==> src/rtl/riskow_uart_pkg.sv <==
// Shared definitions for the bus-mapped UART transmitter: register offsets,
// STATUS bit layout, transmitter FSM states and a divisor helper.
package riskow_uart_pkg;

    // Word offsets inside the 16-byte register window (address[3:2]).
    localparam logic [1:0] OffData     = 2'd0;
    localparam logic [1:0] OffStatus   = 2'd1;
    localparam logic [1:0] OffDivisor  = 2'd2;
    localparam logic [1:0] OffReserved = 2'd3;

    // STATUS register layout.
    localparam int unsigned StatusFullBit     = 0;
    localparam int unsigned StatusEmptyBit    = 1;
    localparam int unsigned StatusBusyBit     = 2;
    localparam int unsigned StatusOverflowBit = 3;
    localparam int unsigned StatusCountLsb    = 8;
    localparam int unsigned StatusCountWidth  = 4;

    // Transmitter frame states.
    typedef enum logic [1:0] {
        StIdle  = 2'd0,
        StStart = 2'd1,
        StData  = 2'd2,
        StStop  = 2'd3
    } txState_e;

    // A programmed divisor of 0 would give a zero-length bit; treat it as 1.
    function automatic logic [15:0] effDivisor(input logic [15:0] divisor);
        return (divisor == 16'd0) ? 16'd1 : divisor;
    endfunction

endpackage

==> src/rtl/uart_fifo.sv <==
// Single-clock synchronous FIFO holding bytes waiting to be transmitted.
// A push while full is accepted only when a pop happens in the same cycle.
module uart_fifo #(
    parameter int unsigned Depth = 8,
    parameter int unsigned Width = 8
) (
    input  logic                     clk_i,
    input  logic                     reset_i,
    input  logic                     push_i,
    input  logic [Width-1:0]         wdata_i,
    input  logic                     pop_i,
    output logic [Width-1:0]         rdata_o,
    output logic                     full_o,
    output logic                     empty_o,
    output logic [$clog2(Depth):0]   count_o
);

    localparam int unsigned AW = $clog2(Depth);
    localparam logic [AW:0] DepthCnt = (AW + 1)'(Depth);

    logic [Width-1:0] mem [Depth];
    logic [AW-1:0]    wrPtrQ, wrPtrD;
    logic [AW-1:0]    rdPtrQ, rdPtrD;
    logic [AW:0]      countQ, countD;
    logic             doPush, doPop;

    assign full_o  = (countQ == DepthCnt);
    assign empty_o = (countQ == '0);
    assign count_o = countQ;
    assign rdata_o = mem[rdPtrQ];

    // Pop only real entries; push when there is room or a slot frees this cycle.
    assign doPop  = pop_i && !empty_o;
    assign doPush = push_i && (!full_o || doPop);

    // Next-state for pointers and occupancy.
    always_comb begin
        wrPtrD = wrPtrQ;
        rdPtrD = rdPtrQ;
        countD = countQ;
        if (doPush) begin
            wrPtrD = wrPtrQ + AW'(1);
        end
        if (doPop) begin
            rdPtrD = rdPtrQ + AW'(1);
        end
        unique case ({doPush, doPop})
            2'b10:   countD = countQ + (AW + 1)'(1);
            2'b01:   countD = countQ - (AW + 1)'(1);
            default: countD = countQ;
        endcase
    end

    // Pointer and occupancy registers.
    always_ff @(posedge clk_i) begin
        if (reset_i) begin
            wrPtrQ <= '0;
            rdPtrQ <= '0;
            countQ <= '0;
        end else begin
            wrPtrQ <= wrPtrD;
            rdPtrQ <= rdPtrD;
            countQ <= countD;
        end
    end

    // Storage array; contents need no reset because occupancy gates reads.
    always_ff @(posedge clk_i) begin
        if (doPush) begin
            mem[wrPtrQ] <= wdata_i;
        end
    end

endmodule

==> src/rtl/bus_uart_tx.sv <==
// Memory-mapped 8N1 UART transmitter with a byte FIFO, a programmable bit
// divisor and a sticky overflow flag. Register reads are combinational and
// return 0 when the window is not addressed, so dataOut can be OR-ed on the bus.
module bus_uart_tx
    import riskow_uart_pkg::*;
#(
    parameter logic [31:0] BASE_ADDR    = 32'hF000_0000,
    parameter logic [15:0] CLKS_PER_BIT = 16'd104,
    parameter int unsigned FIFO_DEPTH   = 8
) (
    input  logic        clk,
    input  logic        reset,
    input  logic [31:0] address,
    input  logic [31:0] dataIn,
    input  logic        busWriteEnable,
    output logic [31:0] dataOut,
    output logic        tx
);

    localparam int unsigned CntW = $clog2(FIFO_DEPTH) + 1;

    // Bus decode
    logic       selected;
    logic [1:0] offset;
    logic       wrActive;
    logic       wrFire;
    logic       dataWr, statusWr, divisorWr;

    // Write-edge history: a held write only acts in its first cycle.
    logic       prevWrQ;
    logic [1:0] prevOffQ;

    // Registers
    logic [15:0] divisorQ;
    logic        overflowQ, overflowD;

    // FIFO interface
    logic            fifoPop;
    logic            fifoFull, fifoEmpty;
    logic [7:0]      fifoRdata;
    logic [CntW-1:0] fifoCount;

    // Transmitter state
    txState_e    stateQ, stateD;
    logic [15:0] baudCntQ, baudCntD;
    logic [15:0] bitLenQ, bitLenD;
    logic [2:0]  bitCntQ, bitCntD;
    logic [7:0]  shiftQ, shiftD;
    logic        txQ, txD;
    logic        bitEnd;

    logic [31:0] statusWord;
    logic        unusedBits;

    assign unusedBits = ^{dataIn[31:16], address[1:0]};

    assign selected  = (address[31:4] == BASE_ADDR[31:4]);
    assign offset    = address[3:2];
    assign wrActive  = selected && busWriteEnable;
    assign wrFire    = wrActive && !(prevWrQ && (prevOffQ == offset));
    assign dataWr    = wrFire && (offset == OffData);
    assign statusWr  = wrFire && (offset == OffStatus);
    assign divisorWr = wrFire && (offset == OffDivisor);

    uart_fifo #(
        .Depth (FIFO_DEPTH),
        .Width (8)
    ) u_fifo (
        .clk_i   (clk),
        .reset_i (reset),
        .push_i  (dataWr),
        .wdata_i (dataIn[7:0]),
        .pop_i   (fifoPop),
        .rdata_o (fifoRdata),
        .full_o  (fifoFull),
        .empty_o (fifoEmpty),
        .count_o (fifoCount)
    );

    // Remember the previous cycle's selected write for edge qualification.
    always_ff @(posedge clk) begin
        if (reset) begin
            prevWrQ  <= 1'b0;
            prevOffQ <= 2'd0;
        end else begin
            prevWrQ  <= wrActive;
            prevOffQ <= offset;
        end
    end

    // Divisor register; only the low half-word is stored.
    always_ff @(posedge clk) begin
        if (reset) begin
            divisorQ <= CLKS_PER_BIT;
        end else if (divisorWr) begin
            divisorQ <= dataIn[15:0];
        end
    end

    // Sticky overflow: set on a dropped byte, cleared by writing 1 to its bit.
    always_comb begin
        overflowD = overflowQ;
        if (statusWr && dataIn[StatusOverflowBit]) begin
            overflowD = 1'b0;
        end else if (dataWr && fifoFull && !fifoPop) begin
            overflowD = 1'b1;
        end
    end

    // Overflow flag register.
    always_ff @(posedge clk) begin
        if (reset) begin
            overflowQ <= 1'b0;
        end else begin
            overflowQ <= overflowD;
        end
    end

    assign bitEnd = (baudCntQ == (bitLenQ - 16'd1));

    // Frame sequencing: next state, counters, FIFO pop and next line level.
    // The line level is registered, so tx trails the state by one cycle.
    always_comb begin
        stateD   = stateQ;
        baudCntD = baudCntQ;
        bitLenD  = bitLenQ;
        bitCntD  = bitCntQ;
        shiftD   = shiftQ;
        fifoPop  = 1'b0;
        txD      = 1'b1;
        unique case (stateQ)
            StIdle: begin
                if (!fifoEmpty) begin
                    fifoPop  = 1'b1;
                    shiftD   = fifoRdata;
                    bitLenD  = effDivisor(divisorQ);
                    baudCntD = 16'd0;
                    bitCntD  = 3'd0;
                    stateD   = StStart;
                end
            end
            StStart: begin
                txD = 1'b0;
                if (bitEnd) begin
                    baudCntD = 16'd0;
                    bitCntD  = 3'd0;
                    stateD   = StData;
                end else begin
                    baudCntD = baudCntQ + 16'd1;
                end
            end
            StData: begin
                txD = shiftQ[0];
                if (bitEnd) begin
                    baudCntD = 16'd0;
                    shiftD   = {1'b0, shiftQ[7:1]};
                    if (bitCntQ == 3'd7) begin
                        bitCntD = 3'd0;
                        stateD  = StStop;
                    end else begin
                        bitCntD = bitCntQ + 3'd1;
                    end
                end else begin
                    baudCntD = baudCntQ + 16'd1;
                end
            end
            StStop: begin
                txD = 1'b1;
                if (bitEnd) begin
                    baudCntD = 16'd0;
                    if (!fifoEmpty) begin
                        // Chain straight into the next frame without an idle bit.
                        fifoPop = 1'b1;
                        shiftD  = fifoRdata;
                        bitLenD = effDivisor(divisorQ);
                        stateD  = StStart;
                    end else begin
                        stateD = StIdle;
                    end
                end else begin
                    baudCntD = baudCntQ + 16'd1;
                end
            end
            default: begin
                stateD = StIdle;
            end
        endcase
    end

    // Transmitter state registers and glitch-free line driver.
    always_ff @(posedge clk) begin
        if (reset) begin
            stateQ   <= StIdle;
            baudCntQ <= 16'd0;
            bitLenQ  <= effDivisor(CLKS_PER_BIT);
            bitCntQ  <= 3'd0;
            shiftQ   <= 8'd0;
            txQ      <= 1'b1;
        end else begin
            stateQ   <= stateD;
            baudCntQ <= baudCntD;
            bitLenQ  <= bitLenD;
            bitCntQ  <= bitCntD;
            shiftQ   <= shiftD;
            txQ      <= txD;
        end
    end

    assign tx = txQ;

    // Assemble STATUS from live state.
    always_comb begin
        statusWord                    = 32'd0;
        statusWord[StatusFullBit]     = fifoFull;
        statusWord[StatusEmptyBit]    = fifoEmpty;
        statusWord[StatusBusyBit]     = (stateQ != StIdle);
        statusWord[StatusOverflowBit] = overflowQ;
        statusWord[StatusCountLsb +: StatusCountWidth] = StatusCountWidth'(fifoCount);
    end

    // Zero-latency read mux; idle bus contributes 0.
    always_comb begin
        dataOut = 32'd0;
        if (selected) begin
            unique case (offset)
                OffData:     dataOut = 32'd0;
                OffStatus:   dataOut = statusWord;
                OffDivisor:  dataOut = {16'd0, divisorQ};
                OffReserved: dataOut = 32'd0;
                default:     dataOut = 32'd0;
            endcase
        end
    end

endmodule

==> config.mk <==
export PLATFORM = sky130hd
export DESIGN_NAME = bus_uart_tx
export DESIGN_NICKNAME = d
export VERILOG_FILES = /design/src/rtl/riskow_uart_pkg.sv /design/src/rtl/uart_fifo.sv /design/src/rtl/bus_uart_tx.sv
export SDC_FILE = /design/constraint.sdc
export NUM_CORES = 1
export LEC_CHECK = 0
export CORE_MARGIN = 10
export CORE_UTILIZATION = 40
export CTS_BUF_LIST = sky130_fd_sc_hd__clkbuf_16
export CTS_CLUSTER_DIAMETER = 50
export DETAILED_ROUTE_END_ITERATION = 12
export GPL_TIMING_DRIVEN = 0
export MAX_ROUTING_LAYER = met4
export PLACE_DENSITY_LB_ADDON = 0.12
export SLEW_MARGIN = 15
export SYNTH_ARGS = -nofsm -noshare
export SYNTH_HDL_FRONTEND = slang
export SYNTH_SLANG_ARGS = --single-unit
==> constraint.sdc <==
create_clock -name clk -period 5.9 [get_ports clk]
set_input_delay 0.885 -clock clk [delete_from_list [all_inputs] [get_ports clk]]
set_output_delay 0.885 -clock clk [all_outputs]
set_load 0.005 [all_outputs]
# == Yosys cells after proc, flatten, opt, wreduce, memory -nomap -nowiden ==
# Memory sizes are Yosys's and may differ from the RTL's. A register that Yosys moved wholly into a read port is not among the register bits.
# Cells that the tools add are included.
# op_classes
n_addsub,7
mux,34
n_eq_ne,18
n_reduce_logical,32
# ops
cell,count
$pmux W32 S3,1
$mux W16,5
$pmux W16 S2,2
$mux W32,1
$eq A28 B28 Y1 const B,1
$mux W8,3
$pmux W8 S3,1
$mux W3,6
$add A16 B1 Y16 const B,1
$eq A16 B16 Y1,1
$logic_not A16 Y1,1
$sub A16 B1 Y16 const B,1
$logic_and A1 B1 Y1,11
$eq A2 B2 Y1 const B,5
$mux W2,5
$ne A2 B2 Y1 const B,5
$add A3 B1 Y3 const B,3
$pmux W3 S3,1
$pmux W2 S4,1
$pmux W4 S2,1
$eq A2 B1 Y1 const B,3
$reduce_bool A2 Y1,3
$reduce_bool A3 Y1,2
$mux W1,5
other kinds (16),22
# totals
reg_bits,76
elab_cells,105
memories,1
output_inout_bits,33
ramBits,64
# mem_list
memory,words,word_bits,rd,rd_clocked_by_memory_dff,wr,line_no,source
u_fifo.mem,8,8,1,1,1,uart_fifo.sv:21,logic [Width-1:0] mem [Depth];

# == Logic depth before layout (Yosys ltp) ==
# depth
depth_word,9
depth_mapped,20
ltp_nobuf,17

# == Modules after synthesis ==
# Synthesis repeated with hierarchy kept, for this count alone.
# hier_totals
cells_unflattened,697
area_unflattened_um2,7542.2
# modules_own_cells
module,n_inst,cells_each,area_per_inst_um2,seq_area_each_um2
bus_uart_tx,1,521,4339.2,1321.3
uart_fifo,1,176,3203.1,2182.1

# == Worst setup path before layout ==
# Ideal clock, no wire load.
# synth_timing
path_type,input to register
startpoint,input port address[5]
endpoint,memory u_fifo.mem[0][0] (enable)
path_stages,7
arrival_time_ns,4.135
setup_slack_ns,1.346
setup_ns,0.419
path_cell_list,or4b_2 -> nor4_1 -> nand4_1 -> nor3_1 -> nand3_1 -> or4_1 -> a2111oi_0
# synth_via
elab_chain_len,7
# synth_rtl
element,line_no,source
start: declaration,bus_uart_tx.sv:13,"input logic [31:0] address,"
$eq A28 B28 Y1,bus_uart_tx.sv:57,assign selected = (address[31:4] == BASE_ADDR[31:4]);
$logic_and A1 B1 Y1,bus_uart_tx.sv:59,assign wrActive = selected && busWriteEnable;
$logic_and A1 B1 Y1,bus_uart_tx.sv:60,assign wrFire = wrActive && !(prevWrQ && (prevOffQ == offset));
$logic_and A1 B1 Y1,bus_uart_tx.sv:61,assign dataWr = wrFire && (offset == OffData);
$logic_and A1 B1 Y1,uart_fifo.sv:34,assign doPush = push_i && (!full_o || doPop);
$mux W1,uart_fifo.sv:69,if (doPush) begin
$mux W1 (not written as such),uart_fifo.sv:70,mem[wrPtrQ] <= wdata_i;
end: declaration,uart_fifo.sv:21,
# No other way between the ends.

# == Final worst setup path ==
# layout_timing
startpoint,input port address[5]
endpoint,"register u_fifo.countQ[2], in the netlist u_fifo.count_o[2]"
# layout_via
elab_chain_len,7
elab_cells_between_ends,9
classes_between,3 x eq/ne; 1 x mux; 5 x reduce/logical
# layout_rtl
element,line_no,source
$eq A28 B28 Y1 *,bus_uart_tx.sv:57,
$logic_and A1 B1 Y1 *,bus_uart_tx.sv:59,
$logic_and A1 B1 Y1 *,bus_uart_tx.sv:60,
$logic_and A1 B1 Y1 *,bus_uart_tx.sv:61,
$logic_and A1 B1 Y1 *,uart_fifo.sv:34,
$eq A2 B1 Y1 / $eq A2 B2 Y1 (equally long branches),uart_fifo.sv:47,"unique case ({doPush, doPop})"
$pmux W4 S2 / $reduce_bool A2 Y1 (equally long branches),-,
end signal: assignment,uart_fifo.sv:63,countQ <= countD;
end: declaration,uart_fifo.sv:24,"logic [AW:0] countQ, countD;"
# Mark *: on every way between the ends. The rest lies on a longest branch, timed or not.
# A chain may end at the register's enable or synchronous reset.

==> impl_metrics.csv <==
group,metric,value,unit
critical_path,critPathArrivalTime,5.59,ns
sta,fin_ws,0.6688,ns
die,dieHeight,153.1,um
clock_tree,cts_root_buf,"clkbuf_16",
place,portBuffers,65,
detailed_routing,routed_wl,18480,um
sta,tightest_slew,0.9578,ns
hold_path,min-delay-start,"shiftQ[7]$_SDFFE_PP0P_",
place,dp_slack,0.1399,ns
detailed_routing,dr.first_iter.drc_count,429,
yosys,synth_flop_cell,"dfxtp_1",
die,row_count,48,
place,dp_cells,964,
clock_tree,numCtsBuffers,17,
yosys,syn_inst,656,
grt,grt_usage,16.05,%
yosys,synth_edf_count,64,
place,gp_congestion,0.8967,
run,drv_cap,0,
critical_path,path_max_fanout,10,
yosys,synth_top_cell_area_share,27.13,%
finish,num_antenna_cells,0,
yosys,yosys-top-cells-area,"edfxtp_1 27%, dfxtp_1 22%, mux2i_1 7.8%",
hold_path,whs_endpoint,"shiftQ[7]$_SDFFE_PP0P_",
detailed_routing,via_count,5363,
detailed_routing,drtPass1Iterations,5,
critical_path,r2r-start,"bitLenQ[1]$_SDFFE_PP0P_",
hold_path,hold_path_class,"flop to flop",
yosys,synth_area,7084,um2
critical_path,critPathLaunchType,"input pin",
clock_tree,htreeDepth,4,
finish,regArea,3503,um2
finish,syn2layout_area_growth,22.62,%
detailed_routing,via_per_inst,5.385,
power_and_ir_drop,p_total,2175,uW
critical_path,endpoint_kind,"flop",
sta,period_needed,5.231,ns
power_and_ir_drop,p_leak,0.002994,uW
clock_tree,ctsHoldBuffers,0,
sta,setup-tns-final,0,ns
finish,multi_input_area,3332,um2
grt,antenna_found_initial,0,
power_and_ir_drop,ir_drop,204.4,uV
yosys,synth_warnings,0,
finish,layout-drive-gt1-share,13.10,%
yosys,yosysMostFrequentCell,"dfxtp_1",
yosys,syn_avg_cell_area,10.80,um2
clock_tree,cts_tree,"done",
yosys,synthTopCellsByCount,"79 x dfxtp_1, 66 x nor2_1, 64 x edfxtp_1",
finish,fillers,1529,
critical_path,path_class,"input pin to flop",
sta,finalSetupViolations,0,
die,initial_core_util,40.82,%
die,die_w,153.1,um
finish,instances_no_fill,996,
place,dp_hpwl,13970,um
sta,skew,0.01051,ns
die,die_area,23430,um2
yosys,synth_seq_area_share,49.45,%
detailed_routing,drt-wirelength-per-cell,18.56,um
critical_path,reg2reg_slack,1.04,ns
yosys,async_flop_share,0,%
power_and_ir_drop,p_per_area,250.3,nW/um2
detailed_routing,post-route-drc-count,0,
critical_path,crit_required,6.25,ns
grt,grt_pass1_vias,5312,
finish,nets,841,
sta,finalHoldViolations,0,
clock_tree,cts_sinks,143,
clock_tree,clockBufferDepth,2,
sta,rsz0062_at_grt,"false",
yosys,synth-seq-cells,143,
die,ios,100,
critical_path,worst_r2r_path_depth,20,
clock_tree,clock_latency,0.43,ns
clock_tree,cts_resized,0,
sta,post-route-period-util,88.66,%
yosys,yosys.area.top_type,"edfxtp_1",
grt,grt_max_degree,17,
hold_path,holdPathStages,2,
clock_tree,cts.clk_slew.worst_paths,0.06,ns
clock_tree,postCtsSetupBuffers,0,
outcome,status,"finished clean",
sta,drv_slew,0,
sta,relSlewSlack,36.15,%
critical_path,rr_endpoint,"u_fifo.count_o[2]$_SDFFE_PP0P_",
grt,grt-ovfl-total,0,
die,core,17360,um2
detailed_routing,antenna_left,0,
sta,fmax,191.2,MHz
grt,grt_first_pass_wirelength,29220,um
yosys,ys_types,66,
-- cell type report --
class                   count  share of cell area (%)
flip-flops and latches    143                   40.33
multi-input cells         461                   38.36
repair buffers             68                   7.720
clock buffers              17                   4.897
plain buffers              51                   3.341
well taps                 225                   3.241
clock inverters            15                   1.426
inverters                  16                  0.6913
-- critical path, cell delays in order --
cell	delay, ns
clkdlybuf4s50_1	0.39
or4b_2	0.66
nor4_1	0.29
nand4_1	0.33
nor3_1	0.56
nand3_1	0.15
or4_1	0.54
buf_2	0.26
nand2_1	0.12
inv_1	0.08
ha_1	0.25
xor2_1	0.17
ha_1	0.20
a21oi_1	0.14
xor2_1	0.09
or3_1	0.32
a21oi_1	0.14
-- worst max path at each step --
stage / start / to / slack (ns) / cells past startpoint
after floorplan: address[5] / u_fifo.mem[0][0]$_DFFE_PP_ / 1.35 / 7
after global placement: address[5] / u_fifo.mem[0][2]$_DFFE_PP_ / -1.25 / 8
after detailed placement: address[5] / u_fifo.count_o[2]$_SDFFE_PP0P_ / 0.14 / 17
after CTS: address[5] / u_fifo.count_o[2]$_SDFFE_PP0P_ / 0.57 / 17
after global routing: address[5] / u_fifo.count_o[2]$_SDFFE_PP0P_ / 0.38 / 17
final: address[5] / u_fifo.count_o[2]$_SDFFE_PP0P_ / 0.67 / 17
-- registers in the layout (all words and copies together), names as in the netlist, named ones only --
| register | flops |
|---|---|
| tx | 1 |
| u_fifo.rdPtrQ | 3 |
| baudCntQ | 16 |
| u_fifo.wrPtrQ | 3 |
| prevOffQ | 2 |
| u_fifo.mem | 64 |
| u_fifo.count_o | 4 |
| shiftQ | 8 |
| stateQ | 2 |
| bitCntQ | 3 |
| divisorQ | 16 |
| overflowQ | 1 |
| bitLenQ | 16 |
| prevWrQ | 1 |
-- per-stage QoR --
step	hold slack [ns]	util, %	instance area, um2
global placement	0.4423	46.51	8073
global route	0.4761	50.05	8687
finish	0.4623	50.05	8687
detailed placement	0.4493	46.89	8138
floorplan	0.4259	-	7141
CTS	0.4598	50.05	8687
-- report_power, final --
part,leakage [uW],switching (uW),internal [uW]
clock,0.000273,454,550
sequential,0.00121,5.66,1040
combinational,0.00151,71.3,55.5
total,0.00299,531,1640
-- cell families after synthesis --
logic type	after synthesis	share of synthesized area (%)
XOR/XNOR	25	3.091
other	1	0.05293
flip-flops	143	49.45
AO/OA/AOI/OAI	108	10.23
adder cells (fa/ha/maj)	16	2.826
AND/OR/NAND/NOR	222	16.07
buffers and inverters	67	4.945
multiplexers	74	13.33
-- placed cells by master (no fill, tap or decap), types with 6 or more instances in the layout --
master,n
dfxtp_1,79
o21ai_0,27
xor2_1,9
and3_1,10
conb_1,16
ha_1,16
clkbuf_16,17
or3_1,6
nor2b_1,10
inv_1,16
nor2_1,66
nand3_1,14
clkbuf_1,21
nor3_1,12
nand2_1,54
buf_4,18
a21oi_1,23
xnor2_1,16
mux2i_1,55
and2_1,9
edfxtp_1,64
buf_2,8
inv_6,7
clkdlybuf4s50_1,65
a22oi_1,9
mux4_2,16
a31oi_1,7
nor4_1,10
-- layer usage --
layer	part of all wire, %	wire [um]	GRT usage (%)
met5	0	0	-
met4	1.7	312	5.495
met3	5.5	1025	3.956
met2	44	8217	23.33
met1	48	8927	21.38
Power figures use the tool's default switching activity.
